File: src/rtl/ipl_pkg.sv
// Shared definitions for the IPL boot-ROM overlay controller: FSM states,
// default window placement and the 64-byte boot image.
package ipl_pkg;

    typedef enum logic [1:0] {
        ST_IDLE,
        ST_WAIT,
        ST_ACK
    } ipl_state_t;

    localparam logic [15:0] DEFAULT_BASE  = 16'hFFC0;
    localparam int          DEFAULT_DEPTH = 64;
    localparam int          IMAGE_BYTES   = 64;

    localparam logic [7:0] BOOT_IMAGE [IMAGE_BYTES] = '{
        8'hCD, 8'hEF, 8'hBD, 8'hE8, 8'h00, 8'hC6, 8'h1D, 8'hD0,
        8'hFC, 8'h8F, 8'hAA, 8'hF4, 8'h8F, 8'hBB, 8'hF5, 8'h78,
        8'hCC, 8'hF4, 8'hD0, 8'hFB, 8'h2F, 8'h19, 8'hEB, 8'hF4,
        8'hD0, 8'hFC, 8'h7E, 8'hF4, 8'hD0, 8'h0B, 8'hE4, 8'hF5,
        8'hCB, 8'hF4, 8'hD7, 8'h00, 8'hFC, 8'hD0, 8'hF3, 8'hAB,
        8'h01, 8'h10, 8'hEF, 8'h7E, 8'hF4, 8'h10, 8'hEB, 8'hBA,
        8'hF6, 8'hDA, 8'h00, 8'hBA, 8'hF4, 8'hC4, 8'hF4, 8'hDD,
        8'h5D, 8'hD0, 8'hDB, 8'h1F, 8'h00, 8'h00, 8'hC0, 8'hFF
    };

endpackage

File: src/rtl/ipl_image.sv
// Combinational boot-image lookup; offsets past the 64-byte image read as zero
// so the window may be made larger than the image itself.
module ipl_image
    import ipl_pkg::*;
#(
    parameter int DEPTH = DEFAULT_DEPTH
) (
    input  logic [$clog2(DEPTH)-1:0] offset,
    output logic [7:0]               data
);

    logic [8:0] idx;

    always_comb begin
        idx  = 9'(offset);
        data = 8'h00;
        if (idx < 9'(IMAGE_BYTES)) begin
            data = BOOT_IMAGE[idx[5:0]];
        end
    end

endmodule

File: src/rtl/ipl_rom_ctrl.sv
// Boot-ROM overlay read controller with programmable latency and an $F1-style
// enable bit. Define IPL_PATCH_EN to add a writable shadow RAM over the image.
module ipl_rom_ctrl
    import ipl_pkg::*;
#(
    parameter int                ADDR_W  = 16,
    parameter int                DEPTH   = DEFAULT_DEPTH,
    parameter logic [ADDR_W-1:0] BASE    = ADDR_W'(DEFAULT_BASE),
    parameter int                LATENCY = 1
) (
    input  logic              clk,
    input  logic              reset,
    input  logic              rd_req,
    input  logic [ADDR_W-1:0] rd_addr,
    output logic              rd_ready,
    output logic              rd_ack,
    output logic [7:0]        rd_data,
    output logic              rd_hit,
    input  logic [7:0]        ram_rdata,
    input  logic              ctrl_we,
    input  logic [7:0]        ctrl_wdata,
    output logic              rom_en
`ifdef IPL_PATCH_EN
    ,
    input  logic                     patch_we,
    input  logic [$clog2(DEPTH)-1:0] patch_addr,
    input  logic [7:0]               patch_wdata
`endif
);

    localparam int                OFF_W   = $clog2(DEPTH);
    localparam logic [ADDR_W-1:0] DEPTH_A = ADDR_W'(DEPTH);

    ipl_state_t       state, state_n;
    logic [2:0]       cnt, cnt_n;
    logic             accept;
    logic [ADDR_W-1:0] addr_rel;
    logic             in_window;
    logic [OFF_W-1:0] off_q;
    logic             hit_q;
    logic [7:0]       data_q;
    logic             hit_hold;
    logic [7:0]       img_byte;
    logic [7:0]       rom_byte;
    logic [7:0]       ack_data;
    logic             ctrl_unused;

    // The subtraction only counts once rd_addr >= BASE, so no wrap can alias a hit.
    assign addr_rel    = rd_addr - BASE;
    assign in_window   = (rd_addr >= BASE) && (addr_rel < DEPTH_A);
    assign ctrl_unused = ^ctrl_wdata[6:0];

    always_ff @(posedge clk) begin
        if (reset) begin
            state <= ST_IDLE;
            cnt   <= 3'd0;
        end else begin
            state <= state_n;
            cnt   <= cnt_n;
        end
    end

    always_comb begin
        state_n = state;
        cnt_n   = cnt;
        accept  = 1'b0;
        case (state)
            ST_IDLE: begin
                if (rd_req) begin
                    accept = 1'b1;
                    if (LATENCY > 1) begin
                        state_n = ST_WAIT;
                        cnt_n   = 3'(LATENCY - 1);
                    end else begin
                        state_n = ST_ACK;
                    end
                end
            end
            ST_WAIT: begin
                if (cnt == 3'd1) begin
                    state_n = ST_ACK;
                    cnt_n   = 3'd0;
                end else begin
                    cnt_n = cnt - 3'd1;
                end
            end
            ST_ACK:  state_n = ST_IDLE;
            default: state_n = ST_IDLE;
        endcase
    end

    // Hit is frozen at acceptance using the pre-write rom_en, so an enable
    // change while the read is in flight cannot redirect it.
    always_ff @(posedge clk) begin
        if (reset) begin
            off_q <= '0;
            hit_q <= 1'b0;
        end else if (accept) begin
            off_q <= addr_rel[OFF_W-1:0];
            hit_q <= in_window && rom_en;
        end
    end

    always_ff @(posedge clk) begin
        if (reset) begin
            rom_en <= 1'b1;
        end else if (ctrl_we) begin
            rom_en <= ctrl_wdata[7];
        end
    end

    ipl_image #(
        .DEPTH(DEPTH)
    ) u_image (
        .offset(off_q),
        .data  (img_byte)
    );

`ifdef IPL_PATCH_EN
    logic [7:0]       shadow [DEPTH];
    logic [DEPTH-1:0] valid;

    always_ff @(posedge clk) begin
        if (!reset && patch_we) begin
            shadow[patch_addr] <= patch_wdata;
        end
    end

    always_ff @(posedge clk) begin
        if (reset) begin
            valid <= '0;
        end else if (patch_we) begin
            valid[patch_addr] <= 1'b1;
        end
    end

    assign rom_byte = valid[off_q] ? shadow[off_q] : img_byte;
`else
    assign rom_byte = img_byte;
`endif

    assign ack_data = hit_q ? rom_byte : ram_rdata;

    // Data and hit are live during ACK and then held until the next ACK.
    always_ff @(posedge clk) begin
        if (reset) begin
            data_q   <= 8'h00;
            hit_hold <= 1'b0;
        end else if (state == ST_ACK) begin
            data_q   <= ack_data;
            hit_hold <= hit_q;
        end
    end

    assign rd_ready = (state == ST_IDLE);
    assign rd_ack   = (state == ST_ACK);
    assign rd_data  = rd_ack ? ack_data : data_q;
    assign rd_hit   = rd_ack ? hit_q : hit_hold;

endmodule

File: config.mk
export PLATFORM = sky130hd
export DESIGN_NAME = ipl_rom_ctrl
export DESIGN_NICKNAME = d
export VERILOG_FILES = /design/src/rtl/ipl_pkg.sv /design/src/rtl/ipl_image.sv /design/src/rtl/ipl_rom_ctrl.sv
export SDC_FILE = /design/constraint.sdc
export NUM_CORES = 1
export LEC_CHECK = 0
export ABC_AREA = 1
export BUFFER_PORTS_ARGS = -buffer_cell sky130_fd_sc_hd__buf_2
export CAP_MARGIN = 10
export CORE_MARGIN = 5
export CORE_UTILIZATION = 48
export DETAILED_ROUTE_END_ITERATION = 7
export PLACE_DENSITY = 0.85
export SETUP_SLACK_MARGIN = 0.02
export SLEW_MARGIN = 10
export SYNTH_ARGS = -nofsm -noshare
export SYNTH_HDL_FRONTEND = slang
export SYNTH_SLANG_ARGS = --single-unit
File: constraint.sdc
create_clock -name clk -period 1.9 [get_ports clk]
set_input_delay 0.095 -clock clk [delete_from_list [all_inputs] [get_ports clk]]
set_output_delay 0.095 -clock clk [all_outputs]
set_load 0.02 [all_outputs]
# [Word-level counts from Yosys, hierarchy flattened]
# Memory sizes are Yosys's and may differ from the RTL's.
# Cells that the tools add are included.
[totals] register_bits=22 elab_cells=34 in_bits=36 mem_bits_ro=512 memories=1 output_inout_bits=12
[op_classes] n_bitwise=1 addsub=2 n_reduce_logical=4 n_eq_ne=5 mux=11 n_lt_le_gt_ge=3
[memory_table] name="(no name shown)" words=64 width=8 read_ports=1 rd_clocked_by_memory_dff=0 wr=0 line="ipl_image.sv:18" source="data = BOOT_IMAGE[idx[5:0]];"
[ops] op="8-bit 2-to-1 mux" n=4
[ops] op="16-bit greater-or-equal comparator, second input constant" n=1
[ops] op="16-bit by 7-bit < comparator with 1-bit output, second input constant" n=1
[ops] op="16-bit subtractor, second input constant" n=1
[ops] op="7-bit greater-or-equal comparator, second input constant" n=1
[ops] op="6-bit NOT with 7-bit output" n=1
[ops] op="2-bit 2-to-1 mux" n=2
[ops] op="2-bit != test, second input constant" n=2
[ops] op="2-bit one-hot mux with 2 select lines" n=1
[ops] op="3-bit by 1-bit == test with 1-bit output, second input constant" n=1
[ops] op="1-bit 2-to-1 mux" n=3
[ops] op="3-bit 2-to-1 mux" n=1
[ops] op="3-bit by 1-bit subtractor with 3-bit output, second input constant" n=1
[ops] op="2-bit by 1-bit == test with 1-bit output, second input constant" n=1
[ops] op="2-bit == test, second input constant" n=1
[ops] op="1-bit logical AND" n=2
[ops] op="2-bit logical NOT" n=1
[ops] op="2-bit AND reduction" n=1

# [Longest topological paths before layout]
# Gate-level depths: netlist of run 1.
[depth] depth_word=6 depth_mapped=12 mapped_depth_nobuf=12

# [Cells and area by module]
# A second synthesis of run 1 with hierarchy kept.
[hier_totals] hier_cells=306 area_unflattened_um2=1873.0
[modules_own_cells] mod="ipl_rom_ctrl" n_inst=1 cells_per_inst=112 area_per_inst_um2=938.4
[modules_own_cells] mod="ipl_image" n_inst=1 cells_per_inst=194 area_per_inst_um2=934.6

# [Least setup slack after synthesis of run 1]
# OpenSTA, ideal clock, no wires.
[synth_path] path_type="reg-to-output" from="reg off_q[0]" to="out rd_data[5]" stages_incl_launch_ff=12 setup_slack_ps=202 required_time_ps=1805 arrival_ps=1603 cell_sequence="dfxtp_1 inv_2 ha_1 inv_1 nand2_2 nand3_1 nand2_1 nand3_1 nand3_1 nand2_1 nand2_1 inv_1"
[synth_via] elab_chain_cells=6
[synth_lines] item="from (decl)" line="ipl_rom_ctrl.sv:39" source="logic [OFF_W-1:0] off_q;"
[synth_lines] item="from (signal assigned)" line="ipl_rom_ctrl.sv:99" source="off_q <= addr_rel[OFF_W-1:0];"
[synth_lines] item="6-bit NOT with 7-bit output (implied by the code)" line="ipl_image.sv:18"
[synth_lines] item="memory 64 x 8 bit"
[synth_lines] item="8-bit 2-to-1 mux (implied by the code) (2 in series)" line="ipl_image.sv:18"
[synth_lines] item="8-bit 2-to-1 mux" line="ipl_rom_ctrl.sv:142" source="assign ack_data = hit_q ? rom_byte : ram_rdata;"
[synth_lines] item="8-bit 2-to-1 mux"
[synth_lines] item="to (decl)" line="ipl_rom_ctrl.sv:17" source="output logic [7:0] rd_data,"
# Every way passes these cells. The select of a mux whose other input is x is not followed.

# [Worst setup path after layout of run 1]
[layout_path] from="reg off_q[1]" to="out rd_data[3]"
# Same word-level chain as after synthesis.

==> metrics.md, run 1 <==
| Metric | Value |
|---|---|
| Status | `finished, violations left` |
| Failing checks | `setup timing` |
| Worst hold path class | `input pin to flop` |
| Clock Skew | `0.001458 ns` |
| Largest buffer count on any clock path | `2` |
| Synth cell types | `26` |
| Syn Nets | `329` |
| Register area | `371.6 µm²` |
| RR Endpoint | `data_q[3]$_SDFF_PP0_` |
| PwrDens | `534.4 nW/µm²` |
| H-tree Lvls | `1` |
| Fin. max-slew vios | `0` |
| Syn avg cell area | `6.050 µm²` |
| Final nets | `382` |
| Area Overhead vs Synth | `42.52%` |
| Total grt overflow | `0` |
| Layout cell share with drive strength beyond 1 | `0.4290` |
| PortBufs | `40` |
| Worst-Margin Slew | `0.3915 ns` |
| Worst r2r src | `off_q[1]$_SDFFE_PP0P_` |
| Compound-cell area share of the yosys netlist | `0.1142` |
| Core box area | `3416 µm²` |
| Hold worst-path end | `off_q[4]$_SDFFE_PP0P_` |
| Crit Path Max Fanout | `6` |
| Reg clk slew, reported paths | `0.11 ns` |
| Post-synthesis sequential area ratio | `0.2082` |
| Max incr delay on CP | `0.40 ns` |
| DR vias/cell | `5.781` |
| Global routing's busiest layer | `met2` |
| Hold Startpoint | `rd_addr[4]` |
| CTS buffer count | `3` |
| Initial DRC count | `259` |
| Post-synthesis xor/xnor area fraction | `0` |
| Syn Inst Count | `286` |
| Unrepaired setup endpoints after global routing | `yes` |
| Post-layout min period | `1.967 ns` |
| Worst Path Required | `1.80 ns` |
| Mapped cell area | `1730 µm²` |
| Met1 Track Usage GR | `0.2664` |
| Root Buffer | `clkbuf_4` |
| CP Class | `flop to primary output` |
| Max frequency | `0.5083 GHz` |
| CP top delay family | `simple AND/OR/NAND/NOR gates` |
| Dpl ws | `0.1006 ns` |
| FILL cells | `272` |
| # rows | `21` |
| Ant diodes | `0` |
| Crit share post-route | `1.036` |
| Routability Congestion | `0.9586` |
| Vias in the first global route | `1905` |
| Worst path bufs/invs | `4` |
| Final setup viols | `6` |
| Largest family of logic cells by synthesized area | `simple AND/OR/NAND/NOR gates` |
| Multiplexer share of the synthesized area | `0` |
| Post-Route WL | `5414 µm` |
| DIE AREA | `4906 µm²` |
| Tot GR Track Use | `0.2080` |
| Largest net degree at the start of global routing | `32` |
| Met3 Use GR | `0.03300` |
| Final-report hold violation count | `0` |
| Simple-gate share of the synthesized area | `0.5090` |
| YS warnings | `0` |
| WL per Instance | `14.10 µm` |
| Crit-path cells | `inv_8 > ha_4 > buf_6 > nand2_8 > nand3_2 > nand3_2 > nand3_1 > nand3_1 > nand2_1 > nand2_2 > inv_2 > buf_6` |
| Initial Util | `0.5066` |
| IO Pins | `48` |
| TritonCTS clock tree | `built` |
| Die Y | `70.04 µm` |
| Vias | `2220` |
| Worst path slowest cell | `dfxtp_4` |
| Reg2Reg Depth | `14` |
| CP arrival | `1.87 ns` |
| GR Layer Usage met2 | `0.3536` |
| HPWL Detailed | `3493 µm` |
| Adder-Cell Fraction of Synth Area | `0.05061` |
| Static Leak | `1.116 nW` |
| Relative slew margins | `0.7383` |
| Pre-antenna DRT Iters | `6` |
| First-pass GRT wire length | `8576 µm` |
| WHS Path Cells | `3` |
| Die W | `70.04 µm` |
| Worst setup EP type | `primary output` |
| Detailed-route DRC error count | `0` |
| Antenna-violating nets left | `0` |
| Final Util | `0.7220` |
| PnR worst setup slack | `-0.06747 ns` |
| CTS sink count | `18` |
| CP startpoint kind | `flop` |
| Worst-Skew Late Latency | `0.30 ns` |
| Reg2reg setup slack | `0 ns` |
| Max_cap viols | `0` |
| Initial antenna violation count | `0` |
| Multi-input logic area | `1425 µm²` |
| Peak supply drop | `0.4369 mV` |
| #FFs+latches synth | `18` |
-- logic make-up (layout without fill, tap and decap cells) --
| group | count (synthesis) | count (layout) |
|---|---|---|
| AND/OR/NAND/NOR | 186 | 186 |
| buffers and inverters | 37 | 89 |
| flip-flops | 18 | 18 |
| adder cells (fa/ha/maj) | 7 | 7 |
| AO/OA/AOI/OAI | 38 | 38 |
-- cells in the final DEF (no fill, tap or decap), drive strengths merged, types with 4 or more instances in the layout --
cell	instances
a21oi	28
buf	65
clkbuf	4
dfxtp	18
ha	7
inv	17
nand2	87
nand3	73
nor2	19
o21ai	10
or2	4
-- registers in the layout, summed over array words and instances (netlist names) --
name and cells:
off_q 6, rom_en 1, state 1, hit_q 1, data_q 8, hit_hold 1
-- power by group --
part | switching [mW] | leakage [nW] | internal, mW
clock network | 0.130 | 0.0210 | 0.117
registers | 0.0209 | 0.150 | 0.399
logic | 0.379 | 0.945 | 0.273
total | 0.530 | 1.12 | 0.788
-- how the worst max path moves through the flow --
stage / cells past startpoint / slack (ns) / to / start
after CTS: 11 / -0.001 / rd_data[4] / off_q[0]$_SDFFE_PP0P_
after detailed placement: 12 / 0.10 / rd_data[3] / off_q[0]$_SDFFE_PP0P_
final: 12 / -0.07 / rd_data[3] / off_q[1]$_SDFFE_PP0P_
after global routing: 12 / -0.16 / rd_data[3] / off_q[1]$_SDFFE_PP0P_
after floorplan: 11 / 0.20 / rd_data[5] / off_q[0]$_SDFFE_PP0P_
after global placement: 12 / 0.14 / rd_data[5] / off_q[0]$_SDFFE_PP0P_
-- worst min-delay path, delay by kind of cell --
family	cells	cell delay, ns
buffers and inverters	1	0.07
AO/OA/AOI/OAI	2	0.17
-- layout make-up --
cell class / count / area share
Clock buffer: 4 / 0.01471
Inverter: 18 / 0.03653
Tap cell: 46 / 0.02334
Multi-Input combinational cell: 231 / 0.5779
Sequential cell: 18 / 0.1507
Timing Repair Buffer: 67 / 0.1969
-- per-layer routing --
layer  part of all wire  vias up
li1                   -     1062
met1               0.39      991
met2               0.48      136
met3              0.089       31
met4              0.042        0
met5                  0        -
-- synthesized netlist by cell type --
cell,n,share of area
nand2_1,78,0.17
nand3_1,70,0.20
a21oi_1,26,0.075
dfxtp_1,18,0.21
nor2_1,16,0.035
inv_1,13,0.028
o21ai_0,10,0.029
buf_2,7,0.020
ha_1,7,0.051
nand2_2,5,0.018
buf_4,4,0.017
or2_2,4,0.014
buf_6,3,0.020
clkbuf_1,3,0.0065
inv_2,3,0.0065
nand2_4,3,0.020
nand3_2,3,0.017
nor2_2,3,0.011
a21oi_2,2,0.010
nand4_1,2,0.0072
buf_1,1,0.0022
buf_12,1,0.012
clkinv_1,1,0.0022
inv_4,1,0.0036
nand2_8,1,0.012
nor4_1,1,0.0036
-- what timing repair did --
item / CTS / global route
hold buffers: 2 / 0
endpoints found under the hold margin: 1 / 0
endpoints found under the setup margin: 8 / 9
pin swaps: 10 / 30
gates resized for setup: 51 / 48
buffers inserted: 9 / 4
-- per-stage QoR --
step	power (mW)	hold slack (ns)	area, µm²	setup TNS, ns	std cells
global placement	0.8839	0.2927	1944	0	365
finish	1.318	0.06607	2466	-0.1769	384
global route	1.393	0.07122	2466	-1.016	384
detailed placement	0.8906	0.3095	1944	0	365
CTS	1.225	0.06462	2273	-0.001090	380
floorplan	0.7831	0.1641	1730	0	286
Note: power is estimated with default switching activity, not from simulation.
==> inputs of run 2 (changes only) <==
--- a/config.mk
+++ b/config.mk
@@ -9,9 +9,9 @@
 export BUFFER_PORTS_ARGS = -buffer_cell sky130_fd_sc_hd__buf_2
 export CAP_MARGIN = 10
 export CORE_MARGIN = 5
-export CORE_UTILIZATION = 48
+export CORE_UTILIZATION = 40
+export CTS_CLUSTER_DIAMETER = 100
 export DETAILED_ROUTE_END_ITERATION = 7
-export PLACE_DENSITY = 0.85
 export SETUP_SLACK_MARGIN = 0.02
 export SLEW_MARGIN = 10
 export SYNTH_ARGS = -nofsm -noshare
==> run 2 against run 1 <==
Against the previous run: the flow now finishes without violations; critical path depth is 2 lower; maximum frequency is 6.2% higher; register-to-register slack better by 0.33 ns; utilization is 18 points lower; clock power is 27% higher; final area is 6.4% lower; via count is 8.9% lower; sequential cell count stayed put; critical path type unchanged; clock skew is 0.00081 ns lower; hold slack worse by 0.030 ns; global-route usage is 2.9 points lower.
==> metrics.md, run 2 (same netlist as run 1, synthesis figures left out) <==
| Metric | Value |
|---|---|
| Hold worst-path end | `rom_en$_SDFFE_PP1P_` |
| Area Overhead vs Synth | `33.41%` |
| Status | `finished, final reports clean` |
| Ant diodes | `0` |
| H-tree Lvls | `1` |
| Unrepaired setup endpoints after global routing | `yes` |
| Worst-Margin Slew | `0.4673 ns` |
| CP Class | `flop to primary output` |
| Most frequent cells in the layout | `nand2_1, nand3_1, buf_2, a21oi_1` |
| Core box area | `4264 µm²` |
| IO Pins | `48` |
| Final-report hold violation count | `0` |
| CTS buffer count | `3` |
| Reg2reg setup slack | `0.33 ns` |
| CP arrival | `1.76 ns` |
| Reg clk slew, reported paths | `0.07 ns` |
| Commonest non-fill, non-tap cell in the layout | `nand2_1` |
| Setup TNS | `0 ns` |
| Peak supply drop | `0.4394 mV` |
| PwrDens | `566.9 nW/µm²` |
| WL per Instance | `13.25 µm` |
| Initial antenna violation count | `0` |
| Final setup viols | `0` |
| Clock Skew | `0.0006461 ns` |
| Sw Share | `0.3759` |
| FILL cells | `437` |
| Static Leak | `1.083 nW` |
| Vias | `2023` |
| Final nets | `371` |
| Crit share post-route | `0.9751` |
| Crit-path cells | `buf_4 > ha_4 > or2_2 > nand3_1 > nand2_1 > nand2_1 > nand3_2 > nand2_2 > nand2_2 > buf_6` |
| Vias in the first global route | `1800` |
| # rows | `24` |
| Hold slack | `0.03568 ns` |
| Combinational cell fraction of total power | `0.442` |
| Detailed-route DRC error count | `0` |
| HPWL Detailed | `3715 µm` |
| Total design power | `1.309 mW` |
| RR Endpoint | `data_q[7]$_SDFF_PP0_` |
| Worst hold path class | `input pin to flop` |
| Max frequency | `0.5398 GHz` |
| Seq pwr share | `0.319` |
| Initial Util | `0.4058` |
| Initial DRC count | `201` |
| Largest regs | `data_q: 8 flops, off_q: 6 flops` |
| Clock network power share | `0.239` |
| Tot GR Track Use | `0.1790` |
| WHS Path Cells | `2` |
| Post-Route WL | `5023 µm` |
| TritonCTS clock tree | `built` |
| CTS sink count | `18` |
| Layout cell share with drive strength beyond 1 | `0.3700` |
| Fin. max-slew vios | `0` |
| Die W | `75.77 µm` |
| Reg2Reg Depth | `11` |
| PortBufs | `40` |
| DR vias/cell | `5.338` |
| Max FFs per register | `8` |
| Max incr delay on CP | `0.37 ns` |
| Pre-antenna DRT Iters | `4` |
| Total grt overflow | `0` |
| Max_cap viols | `0` |
| Root Buffer | `clkbuf_8` |
| Post-layout min period | `1.853 ns` |
| Worst-Skew Late Latency | `0.25 ns` |
| Antenna-violating nets left | `0` |
| Die Y | `75.77 µm` |
| Int Power | `0.8168 mW` |
| Crit Path Max Fanout | `4` |
| Routability Congestion | `0.8856` |
| Worst setup EP type | `primary output` |
| Worst path slowest cell | `dfxtp_4` |
| Sw power | `0.4919 mW` |
| Largest buffer count on any clock path | `2` |
| Largest Register | `data_q` |
| Hold Startpoint | `ctrl_we` |
| Worst r2r src | `off_q[0]$_SDFFE_PP0P_` |
| CP startpoint kind | `flop` |
| Worst Path Required | `1.80 ns` |
| DIE AREA | `5741 µm²` |
| First-pass GRT wire length | `8017 µm` |
| Largest net degree at the start of global routing | `25` |
| Relative slew margins | `0.6881` |
run 2: how the worst max path moves through the flow:
| stage | from | end | slack, ns |
|---|---|---|---|
| final | off_q[0]$_SDFFE_PP0P_ | rd_data[1] | 0.05 |
| after global routing | off_q[0]$_SDFFE_PP0P_ | rd_data[7] | -0.06 |
| after CTS | off_q[1]$_SDFFE_PP0P_ | rd_data[2] | 0.01 |
| after detailed placement | off_q[0]$_SDFFE_PP0P_ | rd_data[3] | 0.08 |
| after global placement | off_q[0]$_SDFFE_PP0P_ | rd_data[3] | 0.12 |
| after floorplan | off_q[0]$_SDFFE_PP0P_ | rd_data[5] | 0.20 |
run 2: layer usage:
layer / GRT usage / up-vias / share of wire
met4: 0.07767 / 0 / 0.036
met1: 0.2364 / 891 / 0.42
met5: 0 / - / 0
met2: 0.2833 / 86 / 0.47
li1: - / 1027 / -
met3: 0.03298 / 19 / 0.072
run 2: power groups by stage:
stage | logic (mW) | clock network, mW | registers, mW
3_3_place_gp | 0.480 | 0 | 0.420
6_report | 0.578 | 0.313 | 0.418
5_1_grt | 0.636 | 0.346 | 0.422
3_5_place_dp | 0.481 | 0 | 0.421
2_1_floorplan | 0.361 | 0 | 0.422
4_1_cts | 0.509 | 0.323 | 0.415
run 2: worst max-delay path: cells and delay by family (launching register included):
| kind | cells | cell delay (ns) |
|---|---|---|
| adders and majority gates | 1 | 0.17 |
| buffers and inverters | 2 | 0.27 |
| DFF | 1 | 0.37 |
| and+or+nand+nor | 7 | 0.69 |
run 2: what timing repair did:
item | CTS | global route
buffers inserted | 1 | 3
endpoints found under the setup margin | 8 | 8
pin swaps | 1 | 13
hold buffers | 0 | 0
gates resized for setup | 21 | 48
run 2: area by class of cell:
| class | instances | area [µm²] | area share |
|---|---|---|---|
| clock buffers | 4 | 55.05 | 0.02385 |
| inverters | 18 | 85.08 | 0.03686 |
| repair buffers | 56 | 380.4 | 0.1648 |
| flip-flops and latches | 18 | 371.6 | 0.1610 |
| multi-input cells | 231 | 1351 | 0.5854 |
| well taps | 52 | 65.06 | 0.02818 |
run 2: through the flow:
stage                     cells  utilization  setup slack [ns]  area, µm²
after floorplan             286            -            0.2021       1730
after global placement      371       0.4607            0.1234       1964
after detailed placement    371       0.4607           0.08456       1964
after CTS                   376       0.4959           0.01233       2115
after global routing        379       0.5414          -0.06147       2308
final                       379       0.5414           0.04738       2308
==> inputs of run 3 (changes only) <==
--- a/config.mk
+++ b/config.mk
@@ -6,12 +6,14 @@
 export NUM_CORES = 1
 export LEC_CHECK = 0
 export ABC_AREA = 1
+export ABC_CLOCK_PERIOD_IN_PS = 1700
 export BUFFER_PORTS_ARGS = -buffer_cell sky130_fd_sc_hd__buf_2
 export CAP_MARGIN = 10
 export CORE_MARGIN = 5
 export CORE_UTILIZATION = 40
 export CTS_CLUSTER_DIAMETER = 100
 export DETAILED_ROUTE_END_ITERATION = 7
+export PLACE_DENSITY = 0.66
 export SETUP_SLACK_MARGIN = 0.02
 export SLEW_MARGIN = 10
 export SYNTH_ARGS = -nofsm -noshare
==> constraint.sdc (replaced) <==
create_clock -name clk -period 1.7 [get_ports clk]
set_input_delay 0.085 -clock clk [delete_from_list [all_inputs] [get_ports clk]]
set_output_delay 0.085 -clock clk [all_outputs]
set_load 0.02 [all_outputs]
==> run 3 against run 2 <==
Against the previous run: the run now ends with setup timing left; utilization up 4.8 points; critical path depth up 4; die area unchanged; sequential power up 12%; register-to-register slack worse by 0.43 ns; first-iteration DRC count down 23%; clock skew up 0.0019 ns; non-clock buffer count up 18; total power up 18%; highest routed layer unchanged.
==> metrics.md, run 3 (same netlist as run 1, synthesis figures left out) <==
| Metric | Value |
|---|---|
| Failing checks | `setup timing` |
| Reg2Reg Depth | `16` |
| Crit-path cells | `inv_2 > buf_6 > ha_4 > inv_2 > nand2_2 > nand2_1 > nand2_1 > nand3_1 > nand3_1 > nand3_1 > nand2_1 > nand2_2 > inv_2 > buf_6` |
| Final-report hold violation count | `0` |
| Initial antenna violation count | `0` |
| Most frequent cells in the layout | `nand2_1, nand3_1, buf_2, buf_4, a21oi_1` |
| Status | `finished, violations left` |
| Largest Register | `data_q` |
| Vias | `2106` |
| Unrepaired setup endpoints after global routing | `yes` |
| Final instance area | `2512 µm²` |
| WL per Instance | `13.58 µm` |
| Worst path slowest cell | `dfxtp_2` |
| Max incr delay on CP | `0.34 ns` |
| Initial Util | `0.4058` |
| H-tree Lvls | `1` |
| Dpl cell area | `2038 µm²` |
| Vias in the first global route | `1939` |
| CP Class | `flop to primary output` |
| Int Power | `0.9712 mW` |
| Final Util | `0.5892` |
| WL met3 | `349 µm` |
| Seq pwr share | `0.303` |
| Post-Route WL | `5390 µm` |
| Crit Path Max Fanout | `5` |
| CP startpoint kind | `flop` |
| Static Leak | `1.174 nW` |
| Area Overhead vs Synth | `45.19%` |
| Worst setup EP type | `primary output` |
| Pre-antenna DRT Iters | `4` |
| Uppermost routed layer | `met4` |
| Antenna-violating nets left | `0` |
| Largest net degree at the start of global routing | `25` |
| Worst Path Required | `1.62 ns` |
| Ant diodes | `0` |
| Hold slack | `0.02370 ns` |
| DR vias/cell | `5.305` |
| Sw power | `0.5733 mW` |
| Worst-Skew Late Latency | `0.25 ns` |
| Final nets | `389` |
| Worst path bufs/invs | `5` |
| TritonCTS clock tree | `built` |
| Combinational cell fraction of total power | `0.470` |
| Reg clk slew, reported paths | `0.07 ns` |
| Reg2reg setup slack | `-0.10 ns` |
| Root Buffer | `clkbuf_8` |
| Layout cell share with drive strength beyond 1 | `0.4406` |
| Max frequency | `0.5423 GHz` |
| M1 WL | `2198 µm` |
| CP top delay family | `simple AND/OR/NAND/NOR gates` |
| PnR worst setup slack | `-0.1440 ns` |
| Worst-Margin Slew | `0.4701 ns` |
| Tot GR Track Use | `0.1894` |
| Final setup viols | `10` |
| Final std cells w/o fill | `397` |
| PwrDens | `614.7 nW/µm²` |
| Total design power | `1.544 mW` |
| Clock network power share | `0.228` |
| Core box area | `4264 µm²` |
| Detailed-route DRC error count | `0` |
| Relative slew margins | `0.6862` |
| Crit share post-route | `1.085` |
| Setup crit end | `rd_data[0]` |
| CP arrival | `1.76 ns` |
| IO Pins | `48` |
| Worst path depth | `14` |
| CTS sink count | `18` |
| Placed cells | `379` |
| Critical Path Source | `off_q[0]$_SDFFE_PP0P_` |
| Die Y | `75.77 µm` |
| # rows | `24` |
| Total grt overflow | `0` |
| DIE AREA | `5741 µm²` |
| Worst hold path class | `input pin to flop` |
| PortBufs | `40` |
| Commonest non-fill, non-tap cell in the layout | `nand2_1` |
| Largest regs | `data_q: 8 flops, off_q: 6 flops` |
| Max_cap viols | `0` |
| Clock Skew | `0.002544 ns` |
| First-pass GRT wire length | `8562 µm` |
| Max FFs per register | `8` |
| Post-layout min period | `1.844 ns` |
| Sw Share | `0.3712` |
| Routability Congestion | `0.9330` |
| FILL cells | `401` |
| Fin. max-slew vios | `0` |
| Peak supply drop | `0.5218 mV` |
| RR Endpoint | `data_q[0]$_SDFF_PP0_` |
| Initial DRC count | `155` |
| HPWL Detailed | `3747 µm` |
| WL met2 | `2671 µm` |
| Largest buffer count on any clock path | `2` |
| Hold Buf Count CTS | `0` |
| CTS buffer count | `3` |
| Worst r2r src | `off_q[0]$_SDFFE_PP0P_` |
| Die W | `75.77 µm` |
[run 3: power groups by stage]
| stage | clock (mW) | sequential [mW] | combinational, mW |
|---|---|---|---|
| finish | 0.352 | 0.467 | 0.725 |
| global route | 0.372 | 0.470 | 0.794 |
| CTS | 0.358 | 0.468 | 0.674 |
| detailed placement | 0 | 0.473 | 0.561 |
| global placement | 0 | 0.472 | 0.559 |
| floorplan | 0 | 0.473 | 0.403 |
[run 3: what timing repair did]
item	CTS	global route
buffers inserted	10	4
resized for setup	57	27
pin swaps	19	22
endpoints found under the setup margin	8	10
[run 3: layout make-up]
| cell class | count | area [µm²] | share of cell area |
|---|---|---|---|
| Inverter | 18 | 75.07 | 0.02988 |
| Timing Repair Buffer | 74 | 549.3 | 0.2186 |
| Clock buffer | 4 | 55.05 | 0.02191 |
| Tap cell | 52 | 65.06 | 0.02590 |
| Multi-Input combinational cell | 231 | 1399 | 0.5568 |
| Sequential cell | 18 | 369.1 | 0.1469 |
[run 3: metal layers]
| layer | global-route usage | vias up |
|---|---|---|
| met5 | 0 | - |
| met3 | 0.02902 | 19 |
| met1 | 0.2462 | 936 |
| met4 | 0.07184 | 0 |
| li1 | - | 1070 |
| met2 | 0.3137 | 81 |
[run 3: worst min-delay path by stage]
stage | start | end | slack (ns) | cells past startpoint
floorplan | reset | data_q[7]$_SDFF_PP0_ | 0.15 | 1
global placement | ctrl_we | rom_en$_SDFFE_PP1P_ | 0.28 | 2
detailed placement | ctrl_we | rom_en$_SDFFE_PP1P_ | 0.29 | 2
CTS | ctrl_we | rom_en$_SDFFE_PP1P_ | 0.02 | 2
global route | ctrl_we | rom_en$_SDFFE_PP1P_ | 0.04 | 2
finish | ctrl_we | rom_en$_SDFFE_PP1P_ | 0.02 | 2
[run 3: through the flow]
stage | setup slack, ns | setup TNS (ns)
2_1_floorplan | 0.08100 | 0
3_3_place_gp | 0.01949 | 0
3_5_place_dp | -0.004087 | -0.004087
4_1_cts | -0.1084 | -0.8776
5_1_grt | -0.2198 | -1.982
6_report | -0.1440 | -0.9238
